### config.mk
export PLATFORM = sky130hd
export DESIGN_NAME = disp_scan_7seg_flat
export DESIGN_NICKNAME = d
export VERILOG_FILES = /design/src/rtl/disp_scan_7seg_if.sv /design/src/rtl/disp_scan_7seg.sv /design/src/flat_wrapper.sv
export SDC_FILE = /design/constraint.sdc
export NUM_CORES = 1
export LEC_CHECK = 0
export ABC_CLOCK_PERIOD_IN_PS = 3130
export BUFFER_PORTS_ARGS = -buffer_cell sky130_fd_sc_hd__buf_2
export CORE_UTILIZATION = 40
export DETAILED_ROUTE_END_ITERATION = 8
export PLACE_DENSITY = 0.66
export SETUP_SLACK_MARGIN = 0.05
export SYNTH_ARGS = -nofsm -noshare
export SYNTH_HDL_FRONTEND = slang
export SYNTH_SLANG_ARGS = --single-unit
### constraint.sdc
create_clock -name clk -period 3.13 [get_ports clk]
set_clock_uncertainty 0.2 [all_clocks]
set_input_delay 0.313 -clock clk [delete_from_list [all_inputs] [get_ports clk]]
set_output_delay 0.313 -clock clk [all_outputs]
set_load 0.03 [all_outputs]
### src/rtl/disp_scan_7seg_if.sv
// Display-side signal bundle for disp_scan_7seg: time inputs and blink enables in,
// multiplexed segment/anode drive and frame pulse out.
interface disp_scan_7seg_if;
  logic [5:0] horas;
  logic [5:0] minutos;
  logic [5:0] segundos;
  logic [2:0] blink_mask;
  logic [6:0] catodo;
  logic [7:0] anodo;
  logic       frame_done;

  modport master (
    output horas, minutos, segundos, blink_mask,
    input  catodo, anodo, frame_done
  );

  modport slave (
    input  horas, minutos, segundos, blink_mask,
    output catodo, anodo, frame_done
  );
endinterface

### src/rtl/disp_scan_7seg.sv
// Time-multiplexed 8-digit 7-segment scanner showing hh-mm-ss with per-group blink.
// Inputs are snapshotted once per frame and converted to BCD by a repeated-subtract FSM.
module disp_scan_7seg #(
  parameter int unsigned REFRESH_DIV = 100000,
  parameter int unsigned BLINK_DIV   = 50000000
) (
  input  logic            clk,
  input  logic            reset_n,
  disp_scan_7seg_if.slave bus
);
  localparam int unsigned   SW        = $clog2(REFRESH_DIV);
  localparam int unsigned   BW        = $clog2(BLINK_DIV);
  localparam logic [SW-1:0] SLOT_MAX  = SW'(REFRESH_DIV - 1);
  localparam logic [BW-1:0] BLINK_MAX = BW'(BLINK_DIV - 1);
  localparam logic [6:0]    SEG_DASH  = 7'b0111111;

  typedef enum logic [2:0] {S_IDLE, S_LOAD, S_SUB, S_STORE, S_DONE} state_t;

  logic [SW-1:0]   slot_q, slot_d;
  logic [2:0]      idx_q, idx_d;
  logic [BW-1:0]   blink_cnt_q, blink_cnt_d;
  logic            phase_q, phase_d;
  logic            init_q;
  logic [7:0]      anodo_q, anodo_d;
  logic [6:0]      catodo_q, catodo_d;
  logic            frame_done_q, frame_done_d;
  state_t          state_q, state_d;
  logic [1:0]      k_q, k_d;
  logic [5:0]      rem_q, rem_d;
  logic [3:0]      tens_q, tens_d;
  logic [5:0]      hh_q, hh_d, mm_q, mm_d, ss_q, ss_d;
  logic [2:0][3:0] stg_t_q, stg_t_d, stg_o_q, stg_o_d;
  logic [2:0][3:0] dsp_t_q, dsp_t_d, dsp_o_q, dsp_o_d;
  logic            tick, wrap, start;
  logic [3:0]      digit_val;
  logic            is_dash, grp_blink;

  function automatic logic [6:0] seg7(input logic [3:0] v);
    case (v)
      4'd0:    seg7 = 7'b1000000;
      4'd1:    seg7 = 7'b1111001;
      4'd2:    seg7 = 7'b0100100;
      4'd3:    seg7 = 7'b0110000;
      4'd4:    seg7 = 7'b0011001;
      4'd5:    seg7 = 7'b0010010;
      4'd6:    seg7 = 7'b0000010;
      4'd7:    seg7 = 7'b1111000;
      4'd8:    seg7 = 7'b0000000;
      4'd9:    seg7 = 7'b0010000;
      default: seg7 = 7'b1111111;
    endcase
  endfunction

  // idx_q names the digit loaded on the next tick, so the first tick after reset shows digit 7
  always_comb begin
    tick  = (slot_q == SLOT_MAX);
    wrap  = tick && (idx_q == 3'd0);
    start = init_q || wrap;

    slot_d      = tick ? '0 : slot_q + SW'(1);
    blink_cnt_d = (blink_cnt_q == BLINK_MAX) ? '0 : blink_cnt_q + BW'(1);
    phase_d     = (blink_cnt_q == BLINK_MAX) ? ~phase_q : phase_q;

    digit_val = '0;
    is_dash   = 1'b0;
    grp_blink = 1'b0;
    case (idx_q)
      3'd7:    begin digit_val = dsp_t_q[0]; grp_blink = bus.blink_mask[2]; end
      3'd6:    begin digit_val = dsp_o_q[0]; grp_blink = bus.blink_mask[2]; end
      3'd4:    begin digit_val = dsp_t_q[1]; grp_blink = bus.blink_mask[1]; end
      3'd3:    begin digit_val = dsp_o_q[1]; grp_blink = bus.blink_mask[1]; end
      3'd1:    begin digit_val = dsp_t_q[2]; grp_blink = bus.blink_mask[0]; end
      3'd0:    begin digit_val = dsp_o_q[2]; grp_blink = bus.blink_mask[0]; end
      default: is_dash = 1'b1;
    endcase

    idx_d        = idx_q;
    anodo_d      = anodo_q;
    catodo_d     = catodo_q;
    frame_done_d = 1'b0;
    if (tick) begin
      idx_d        = idx_q - 3'd1;
      catodo_d     = is_dash ? SEG_DASH : seg7(digit_val);
      anodo_d      = (phase_q && grp_blink) ? '1 : ~(8'b1 << idx_q);
      frame_done_d = wrap;
    end
  end

  always_comb begin
    state_d = state_q;
    k_d     = k_q;
    rem_d   = rem_q;
    tens_d  = tens_q;
    hh_d    = hh_q;
    mm_d    = mm_q;
    ss_d    = ss_q;
    stg_t_d = stg_t_q;
    stg_o_d = stg_o_q;
    dsp_t_d = dsp_t_q;
    dsp_o_d = dsp_o_q;
    case (state_q)
      S_IDLE: begin
        if (start) begin
          hh_d    = bus.horas;
          mm_d    = bus.minutos;
          ss_d    = bus.segundos;
          k_d     = 2'd0;
          state_d = S_LOAD;
        end
      end
      S_LOAD: begin
        case (k_q)
          2'd0:    rem_d = hh_q;
          2'd1:    rem_d = mm_q;
          default: rem_d = ss_q;
        endcase
        tens_d  = '0;
        state_d = S_SUB;
      end
      S_SUB: begin
        if (rem_q >= 6'd10) begin
          rem_d  = rem_q - 6'd10;
          tens_d = tens_q + 4'd1;
        end else begin
          state_d = S_STORE;
        end
      end
      S_STORE: begin
        stg_t_d[k_q] = tens_q;
        stg_o_d[k_q] = rem_q[3:0];
        if (k_q == 2'd2) begin
          state_d = S_DONE;
        end else begin
          k_d     = k_q + 2'd1;
          state_d = S_LOAD;
        end
      end
      S_DONE: begin
        dsp_t_d = stg_t_q;
        dsp_o_d = stg_o_q;
        state_d = S_IDLE;
      end
      default: state_d = S_IDLE;
    endcase
  end

  always_ff @(posedge clk or negedge reset_n) begin
    if (!reset_n) begin
      slot_q       <= '0;
      idx_q        <= 3'd7;
      blink_cnt_q  <= '0;
      phase_q      <= 1'b0;
      init_q       <= 1'b1;
      anodo_q      <= '1;
      catodo_q     <= '1;
      frame_done_q <= 1'b0;
      state_q      <= S_IDLE;
      k_q          <= '0;
      rem_q        <= '0;
      tens_q       <= '0;
      hh_q         <= '0;
      mm_q         <= '0;
      ss_q         <= '0;
      stg_t_q      <= '0;
      stg_o_q      <= '0;
      dsp_t_q      <= '0;
      dsp_o_q      <= '0;
    end else begin
      slot_q       <= slot_d;
      idx_q        <= idx_d;
      blink_cnt_q  <= blink_cnt_d;
      phase_q      <= phase_d;
      init_q       <= 1'b0;
      anodo_q      <= anodo_d;
      catodo_q     <= catodo_d;
      frame_done_q <= frame_done_d;
      state_q      <= state_d;
      k_q          <= k_d;
      rem_q        <= rem_d;
      tens_q       <= tens_d;
      hh_q         <= hh_d;
      mm_q         <= mm_d;
      ss_q         <= ss_d;
      stg_t_q      <= stg_t_d;
      stg_o_q      <= stg_o_d;
      dsp_t_q      <= dsp_t_d;
      dsp_o_q      <= dsp_o_d;
    end
  end

  assign bus.anodo      = anodo_q;
  assign bus.catodo     = catodo_q;
  assign bus.frame_done = frame_done_q;
endmodule

### src/flat_wrapper.sv
// flat-port wrapper written by rule: the top's interface ports become plain ports
module disp_scan_7seg_flat 
#(
  parameter int unsigned REFRESH_DIV = 100000,
  parameter int unsigned BLINK_DIV   = 50000000
)
  (clk, reset_n, bus_horas, bus_minutos, bus_segundos, bus_blink_mask, bus_catodo, bus_anodo, bus_frame_done);
  disp_scan_7seg_if bus_i ();
  input  logic clk;
  input  logic reset_n;
  input wire logic [$bits(bus_i.horas)-1:0] bus_horas;
  input wire logic [$bits(bus_i.minutos)-1:0] bus_minutos;
  input wire logic [$bits(bus_i.segundos)-1:0] bus_segundos;
  input wire logic [$bits(bus_i.blink_mask)-1:0] bus_blink_mask;
  output wire logic [$bits(bus_i.catodo)-1:0] bus_catodo;
  output wire logic [$bits(bus_i.anodo)-1:0] bus_anodo;
  output wire logic [$bits(bus_i.frame_done)-1:0] bus_frame_done;
  assign bus_i.horas = bus_horas;
  assign bus_i.minutos = bus_minutos;
  assign bus_i.segundos = bus_segundos;
  assign bus_i.blink_mask = bus_blink_mask;
  assign bus_catodo = bus_i.catodo;
  assign bus_anodo = bus_i.anodo;
  assign bus_frame_done = bus_i.frame_done;
  disp_scan_7seg #(.REFRESH_DIV(REFRESH_DIV), .BLINK_DIV(BLINK_DIV)) u_core (.clk(clk), .reset_n(reset_n), .bus(bus_i));
endmodule
==> flow_metrics.tcl <==
set metrics [dict create \
    status "finished clean" \
    tns_ns 0 \
    numCtsBuffers 17 \
    crit_path_start_kind "register" \
    dr.pass1.iters 4 \
    die-area_mm2 0.0171 \
    synthFlopType "dfrtp_1" \
    initial_core_util 0.413 \
    peakVddDrop_uv 482 \
    clk_pin_slew_ns 0.06 \
    synth-edff-count 0 \
    htree_levels 4 \
    syn2layout_area_growth_pct 19.8 \
    drtIter0Drc 236 \
    fp.dieH_um 131 \
    hold_viol_final 0 \
    setup_ws_ns 0.330 \
    cts_buffer_depth 2 \
    grt_pass1_vias 4653 \
    numPortBuffers 38 \
    cpMostUsedCell "ha_1" \
    postCtsSetupRepairBufs 0 \
    max_freq_ghz 0.357 \
    ys_ff_latch 145 \
    wirelength_mm 13.6 \
    r2r_start "u_core.idx_q[1]" \
    fin_crit_ns 2.80 \
    setup_viol 0 \
    grt_pass1_wl_mm 22.9 \
    required_ns 3.27 \
    synth_nets 608 \
    clock_latency_ns 0.42 \
    die_w_um 131 \
    finish.utilization 0.495 \
    clockRootBuffer "clkbuf_16" \
    pre_cts_slack_ns 0.137 \
    leakagePower_uw 0.00362 \
    crit_start "u_core.idx_q[1]" \
    post_drt_wl_per_cell_um 15.7 \
    synth_cells 568 \
    hp-class "in -> async" \
    place_area_mm2 0.00711 \
    power_uw 6170 \
    worst_pin_slew_ns 0.727 \
    place.gp.congestion 0.816 \
    grt_antenna_before_repair 0 \
    netlist_area_mm2 0.00663 \
    grt_setup_unrepaired "false" \
    syn_area_per_cell_um2 11.7 \
    post-route-period-util 0.895 \
    path_max_fanout 8 \
    grt_max_degree 70 \
    track_usage 0.175 \
    finalMaxSlewViolations 0 \
    num_vias 4558 \
    seq_area_mm2 0.00365 \
    layout-drive-gt1-share 0.274 \
    ant_nets 0 \
    route.detailed.drc 0 \
    clock_sinks 145 \
    fp-row-count 46 \
    drv_cap 0 \
    relSlewSlack 0.514 \
    cellPowerDensity_mw_per_mm2 776 \
    place_hpwl_mm 9.38 \
    critical_path.cell_chain "ha_1, o21ai_2, and2_1, o21a_1, a31oi_1, inv_1, ha_1, mux2i_1, nor2_1, o22a_1" \
    critPathKind "reg -> reg" \
    cp_slowest_cell "dfstp_2" \
    cp-end-kind "register" \
    async_reset_ff_frac 1.00 \
    viasPerCell 5.26 \
    cts_tree "done" \
    fin_nets 677 \
    arrival_ns 2.94 \
    multi_input_area_mm2 0.00283 \
    ys_seq_area_frac 0.551 \
    synth_cell_types 60 \
    num_io_pins 39 \
    ys_warn_count 0 \
    core-area_mm2 0.0161 \
    diodes 0 \
    fin_area_mm2 0.00794 \
    overflow 0 \
    slowest_delay_ns 0.56 \
    fill_cells 1381 \
]
[report_power, final]
group / internal [uW] / switching [uW] / total (uW)
Sequential: 2290 / 294 / 2580
Clock: 1430 / 746 / 2180
Combinational: 725 / 687 / 1410
[timing repair]
item / CTS / global route
hold buffers: 19 / 0
setup endpoints to repair: 0 / 5
resized for setup: 0 / 2
hold endpoints to repair: 69 / 0
[per-layer routing]
metal | GRT usage | share of wire
met1 | 0.226 | 0.45
met5 | 0 | 0
met2 | 0.289 | 0.50
met3 | 0.0309 | 0.026
met4 | 0.0784 | 0.019
[per-stage QoR]
stage / instances / hold WS [ns]
finish: 866 / 0.243
global route: 866 / 0.291
CTS: 866 / 0.262
detailed placement: 815 / 0.142
global placement: 815 / 0.137
floorplan: 568 / -0.183
[cells by family after synthesis]
logic type	count (synthesis)	synth area share
DFF	145	0.551
buffers and inverters	38	0.0236
xor gates and xnor gates	39	0.0515
AOI/OAI and AO/OA	89	0.0895
other	1	0.000566
muxes	71	0.125
adders and majority gates	17	0.0321
and+or+nand+nor	168	0.126
[worst max-delay path: cells and delay by family (launching register included)]
family / cells / cell delay (ns)
buffers and inverters: 1 / 0.14
AND/OR/NAND/NOR: 2 / 0.24
AO/OA/AOI/OAI: 4 / 0.78
multiplexers: 1 / 0.13
flip-flops: 1 / 0.56
adder cells (fa/ha/maj): 2 / 0.67
[synthesized netlist by cell type, types with 3 or more instances]
| master | count | share of area |
|---|---|---|
| nand3_1 | 19 | 0.014 |
| and4_1 | 3 | 0.0040 |
| nor3_1 | 7 | 0.0053 |
| nand4_1 | 11 | 0.010 |
| a211oi_1 | 5 | 0.0057 |
| xor2_1 | 23 | 0.030 |
| dfstp_2 | 19 | 0.075 |
| buf_2 | 4 | 0.0030 |
| nor2_1 | 58 | 0.033 |
| o22a_1 | 7 | 0.0092 |
| a21oi_1 | 25 | 0.019 |
| ha_1 | 17 | 0.032 |
| a31oi_1 | 4 | 0.0038 |
| inv_1 | 17 | 0.0096 |
| nor3b_1 | 3 | 0.0034 |
| a22o_1 | 3 | 0.0040 |
| mux2i_1 | 5 | 0.0076 |
| a311oi_1 | 3 | 0.0040 |
| mux2_4 | 10 | 0.023 |
| and2_1 | 5 | 0.0047 |
| mux2_2 | 56 | 0.095 |
| nand2_1 | 36 | 0.020 |
| a22oi_1 | 6 | 0.0068 |
| dfrtp_1 | 126 | 0.48 |
| nor2b_1 | 3 | 0.0028 |
| or3_1 | 4 | 0.0038 |
| o21ai_0 | 19 | 0.014 |
| clkbuf_1 | 14 | 0.0079 |
| xnor2_1 | 16 | 0.021 |
[placed cells by master (no fill, tap or decap), drive strengths merged, types with 3 or more instances in the layout]
cell / Yosys / routed
clkbuf: 15 / 21
nand3: 19 / 19
bufinv: 0 / 5
ha: 17 / 17
mux2: 66 / 66
dlygate4sd3: 0 / 19
and4: 3 / 3
xor2: 23 / 23
dfrtp: 126 / 126
nor3b: 3 / 3
mux2i: 5 / 5
o22a: 7 / 7
a22o: 3 / 3
a31oi: 4 / 4
a22oi: 6 / 6
a211oi: 5 / 5
xnor2: 16 / 16
nor3: 7 / 7
nor2b: 3 / 3
inv: 17 / 17
a21oi: 26 / 26
dfstp: 19 / 19
or3: 4 / 4
and3: 3 / 3
clkinv: 0 / 5
a311oi: 3 / 3
nor2: 59 / 59
nand4: 11 / 11
o21ai: 21 / 21
or2: 3 / 3
and2: 5 / 5
nand2: 36 / 36
buf: 6 / 52
[final timing paths]
kind / to / slack (ns) / cells after the start
worst min register to register: u_core.blink_cnt_q[4] / 0.27 / 1
worst min-delay path: u_core.hh_q[5] / 0.24 / 2
worst max register to register: u_core.bus.catodo[3] / 0.33 / 10
max in group asynchronous: u_core.blink_cnt_q[18] / 1.60 / 3
worst max-delay path: u_core.bus.catodo[3] / 0.33 / 10
min in group clk: u_core.blink_cnt_q[4] / 0.27 / 1
[sequential cells by signal (all words and copies together) (netlist names), 2 cells and up]
register / cells
u_core.bus.anodo: 8
u_core.dsp_t_q: 12
u_core.idx_q: 3
u_core.mm_q: 6
u_core.state_q: 3
u_core.k_q: 2
u_core.stg_o_q: 12
u_core.stg_t_q: 12
u_core.bus.catodo: 7
u_core.dsp_o_q: 12
u_core.ss_q: 6
u_core.slot_q: 17
u_core.hh_q: 6
u_core.blink_cnt_q: 26
u_core.tens_q: 4
u_core.rem_q: 6
[layout make-up]
type | count | area share
inverter | 17 | 0.00803
tap | 216 | 0.0340
sequential | 145 | 0.460
timing repair buffer | 71 | 0.0619
clock inverter | 11 | 0.0235
multi-input combinational | 385 | 0.356
clock buffer | 21 | 0.0567
Note: power is estimated with default switching activity, not from simulation.
